==> config.mk <==
export PLATFORM = sky130hd
export DESIGN_NAME = cmp
export DESIGN_NICKNAME = d
export VERILOG_FILES = /design/src/rtl/cmp.sv
export SDC_FILE = /design/constraint.sdc
export NUM_CORES = 1
export LEC_CHECK = 0
export CORE_AREA = 2 2 39 41
export DETAILED_ROUTE_END_ITERATION = 10
export DIE_AREA = 0 0 41 43
export GPL_ROUTABILITY_DRIVEN = 0
export GPL_TIMING_DRIVEN = 0
export PLACE_DENSITY_LB_ADDON = 0.12
export SKIP_CTS_REPAIR_TIMING = 1
export SKIP_LAST_GASP = 1
export SYNTH_ARGS = -nofsm -noshare
export SYNTH_HDL_FRONTEND = slang
export SYNTH_SLANG_ARGS = --single-unit
==> constraint.sdc <==
create_clock -name clk -period 0.85 [get_ports clk]
set_clock_uncertainty 0.05 [all_clocks]
set_input_delay 0.17 -clock clk [delete_from_list [all_inputs] [get_ports clk]]
set_output_delay 0.17 -clock clk [all_outputs]
set_load 0.02 [all_outputs]
==> src/rtl/cmp.sv <==
// cmp: registered unsigned magnitude comparator with one-hot gt/lt/eq flags.
// Define CMP_CROSSCHECK_EN to build subtractor and bit-cascade comparators that drive mismatch.
module cmp #(
    parameter int WIDTH = 8
) (
    input  logic             clk,
    input  logic             rst,
    input  logic             in_valid,
    input  logic [WIDTH-1:0] a,
    input  logic [WIDTH-1:0] b,
    output logic             out_valid,
    output logic             gt,
    output logic             lt,
    output logic             eq,
    output logic             mismatch
);
    logic a_gt, a_lt, a_eq;
    logic out_valid_d, gt_d, lt_d, eq_d;
    logic out_valid_q, gt_q, lt_q, eq_q;

    assign a_gt = a > b;
    assign a_lt = a < b;
    assign a_eq = a == b;

    always_comb begin
        out_valid_d = in_valid;
        gt_d        = in_valid ? a_gt : gt_q;
        lt_d        = in_valid ? a_lt : lt_q;
        eq_d        = in_valid ? a_eq : eq_q;
    end

    always_ff @(posedge clk or posedge rst) begin
        if (rst) begin
            out_valid_q <= 1'b0;
            gt_q        <= 1'b0;
            lt_q        <= 1'b0;
            eq_q        <= 1'b0;
        end else begin
            out_valid_q <= out_valid_d;
            gt_q        <= gt_d;
            lt_q        <= lt_d;
            eq_q        <= eq_d;
        end
    end

    assign out_valid = out_valid_q;
    assign gt        = gt_q;
    assign lt        = lt_q;
    assign eq        = eq_q;

`ifdef CMP_CROSSCHECK_EN
    logic [WIDTH:0] diff;
    logic b_gt, b_lt, b_eq;
    logic c_gt, c_lt, c_eq;
    logic mismatch_d, mismatch_q;

    assign diff = {1'b0, a} - {1'b0, b};
    assign b_lt = diff[WIDTH];
    assign b_eq = diff == '0;
    assign b_gt = ~b_lt & ~b_eq;

    // Scanning upward lets the most significant differing bit overwrite lower ones.
    always_comb begin
        c_gt = 1'b0;
        c_lt = 1'b0;
        for (int i = 0; i < WIDTH; i++)
            if (a[i] != b[i]) begin
                c_gt = a[i];
                c_lt = b[i];
            end
        c_eq = ~c_gt & ~c_lt;
    end

    always_comb begin
        mismatch_d = in_valid & (({b_gt, b_lt, b_eq} != {a_gt, a_lt, a_eq}) |
                                 ({c_gt, c_lt, c_eq} != {a_gt, a_lt, a_eq}));
    end

    always_ff @(posedge clk or posedge rst) begin
        if (rst) mismatch_q <= 1'b0;
        else     mismatch_q <= mismatch_d;
    end

    assign mismatch = mismatch_q;
`else
    assign mismatch = 1'b0;
`endif
endmodule

==> impl_metrics.toml <==
[floorplanning]
die-height_um = 43
dieWidth_um = 41
die-area_um2 = 1760
ioPinCount = 24
rows = 14
initial_core_util_pct = 24.7
core-area_um2 = 1380

[synth]
mappedNetlistArea_um2 = 342
yosys_most_used_dff = "dfrtp_1"
synthMuxAreaShare_pct = 0
synth_compound_area_share_pct = 17.6
ys_top_cells_by_area = "dfrtp_1 29%, ha_1 29%, inv_1 12%"
synth_top_area_share_pct = 29.3
synth_cell_types = 15
yosys.area_share.xor_xnor_pct = 0
synth_cells = 39
synth_top_cells_by_count = "11 x inv_1, 8 x ha_1, 4 x dfrtp_1, 3 x a21oi_1"
synth_fp_nets = 66
synthSimpleGateAreaFrac_pct = 8.42
yosys.area.top_type = "dfrtp_1"
yosysWarnings = 0
ys_async_sr_fraction_pct = 100
seq_area_frac_synth_pct = 29.3
synthAdderAreaFrac_pct = 29.3
postSynthAreaPerCell_um2 = 8.76
synth_edf_count = 0
synth_top_family_by_area = "adder cells"
ys_ff_latch = 4
synth.most_common_cell = "inv_1"

[layout]
stdcell_count = 85
final_design_area_no_fill_um2 = 795
n_antenna_cell = 0
postLayoutCoreUtil_pct = 57.4
syn2layout_area_growth_pct = 133
nets = 98
drive_gt1_share_pct = 62.3

[clock_tree]
clkTransAtPathRegs_ns = 0.04
tritoncts = "yes"
cts-htree-levels = 1
clk_latency_ns = 0.23
clock_tree.buffer_depth = 2
cts_buffers = 3
root_buffer = "clkbuf_4"
clkSinkCount = 4

[grt]
grt_pass1_vias = 349
grt-ovfl-total = 0
use_met3_pct = 1.57
use_met1_pct = 12.9
globalRouteMet2Util_pct = 15.6
top_usage_layer = "met2"
antenna_found_initial = 0
grt_pass1_wl_mm = 1.28
grt_usage_pct = 10.9
grt_start_max_net_pins = 5

[timing]
finalSetupViolCount = 7
max_clock_freq_ghz = 0.923
fin_ws_ns = -0.233
slew_viol_final = 0
rsz0062_at_grt = "true"
fin_crit_sh_pct = 127
fin_crit_ns = 1.08
hold_viol = 0
final.setup.tns_ns = -0.889

[critical_path]
crit_family = "simple AND/OR/NAND/NOR gates"
max_stage_delay_ns = 0.38
cpMaxStageDelayCell = "or3_1"
path_class = "input port to flop"
worst-path-buf-inv = 2
cp_cell_sequence = "buf_6 > inv_4 > ha_4 > nand4_1 > or3_1 > o221a_2"
critPathMaxFanout = 3
cp_data_required_time_ns = 0.92
cp-end-kind = "flop"
worst-endpoint-arrival_ns = 1.15
cp-start-kind = "input port"

[place]
port-buffer-count = 22
place.detailed.hpwl_um = 652
dpl.cell_count = 77
dpl-instance-area_um2 = 697

[routing]
vias = 371
antenna_left = 0
wl_per_cell_um = 9.91
first_pass_iters = 1
drtIter0Drc = 0
drc = 0
totalWireLength_um = 842
vias_per_cell = 4.36

[run_status]
status = "finished, violations left"
violations = "setup timing"

[pwr]
pwr_density_cell_nw_per_um2 = 997
ir_drop_v = 0.000498
leakage_nw = 0.401
power_w = 0.000792

[job]
drv_cap = 0

[worst_hold_path]
holdCritPathClass = "input port to asynchronous set/reset pin"
==> where the power goes <==
part	internal, W	switching (W)
clock	0.000158	0.0000744
sequential	0.000208	0.0000105
combinational	0.000205	0.000138
==> state kept, by name (all words and copies together), names as in the netlist <==
register and flops:
lt 1, out_valid 1, eq 1, gt 1
==> metal layers <==
metal / vias to the layer above / share of wire, %
met5: - / 0
met4: 0 / 0
met3: 0 / 6.2
met2: 14 / 56
met1: 167 / 38
li1: 190 / -
==> worst register-to-register path, cell delays in order (launching register included) <==
cell and delay, ns:
dfrtp_1 0.38, buf_4 0.14, o221a_2 0.25
==> stage by stage <==
stage | hold slack [ns] | worst slack, ns
2_1_floorplan | -0.114 | -0.323
3_3_place_gp | 0.313 | -1.02
3_5_place_dp | 0.312 | -1.03
4_1_cts | 0.0673 | -0.789
5_1_grt | 0.0848 | -0.292
6_report | 0.0653 | -0.233
==> final timing paths <==
kind                           startpoint             endpoint  slack (ns)  cells after the start
max                                  b[7]       gt$_DFFE_PP0P_       -0.23                      6
min                                   rst       lt$_DFFE_PP0P_        0.07                      2
max reg2reg                gt$_DFFE_PP0P_       gt$_DFFE_PP0P_       -0.08                      2
min reg2reg                lt$_DFFE_PP0P_       lt$_DFFE_PP0P_        0.55                      2
max in group asynchronous             rst  out_valid$_DFF_PP0_        0.53                      2
min in group clk                 in_valid  out_valid$_DFF_PP0_        0.10                      1
==> cells by family after synthesis <==
| logic type | Yosys count |
|---|---|
| buffers and inverters | 12 |
| AOI/OAI and AO/OA | 9 |
| adders and majority gates | 8 |
| and+or+nand+nor | 5 |
| DFF | 4 |
| other | 1 |
==> placed cells by master, fill, tap and decap left out, drive strengths merged <==
cell type,Yosys,final
buf,1,18
inv,11,11
ha,8,8
dlymetal6s2s,0,6
clkbuf,0,6
dfrtp,4,4
a21oi,3,3
nand4,2,2
o21ai,2,2
or3,1,1
nand2,1,1
a211oi,1,1
nor2b,1,1
o211ai,1,1
o221a,1,1
o2bb2ai,1,1
conb,1,1
clkdlybuf4s50,0,1
==> cell type report <==
cell class | instances | area [µm²]
fillers | 139 | 589
inverters | 11 | 71.3
plain buffers | 1 | 7.51
clock buffers | 3 | 22.5
multi-input cells | 23 | 304
well taps | 16 | 20.0
flip-flops and latches | 4 | 100
repair buffers | 27 | 269
(Power assumes the default switching activity.)
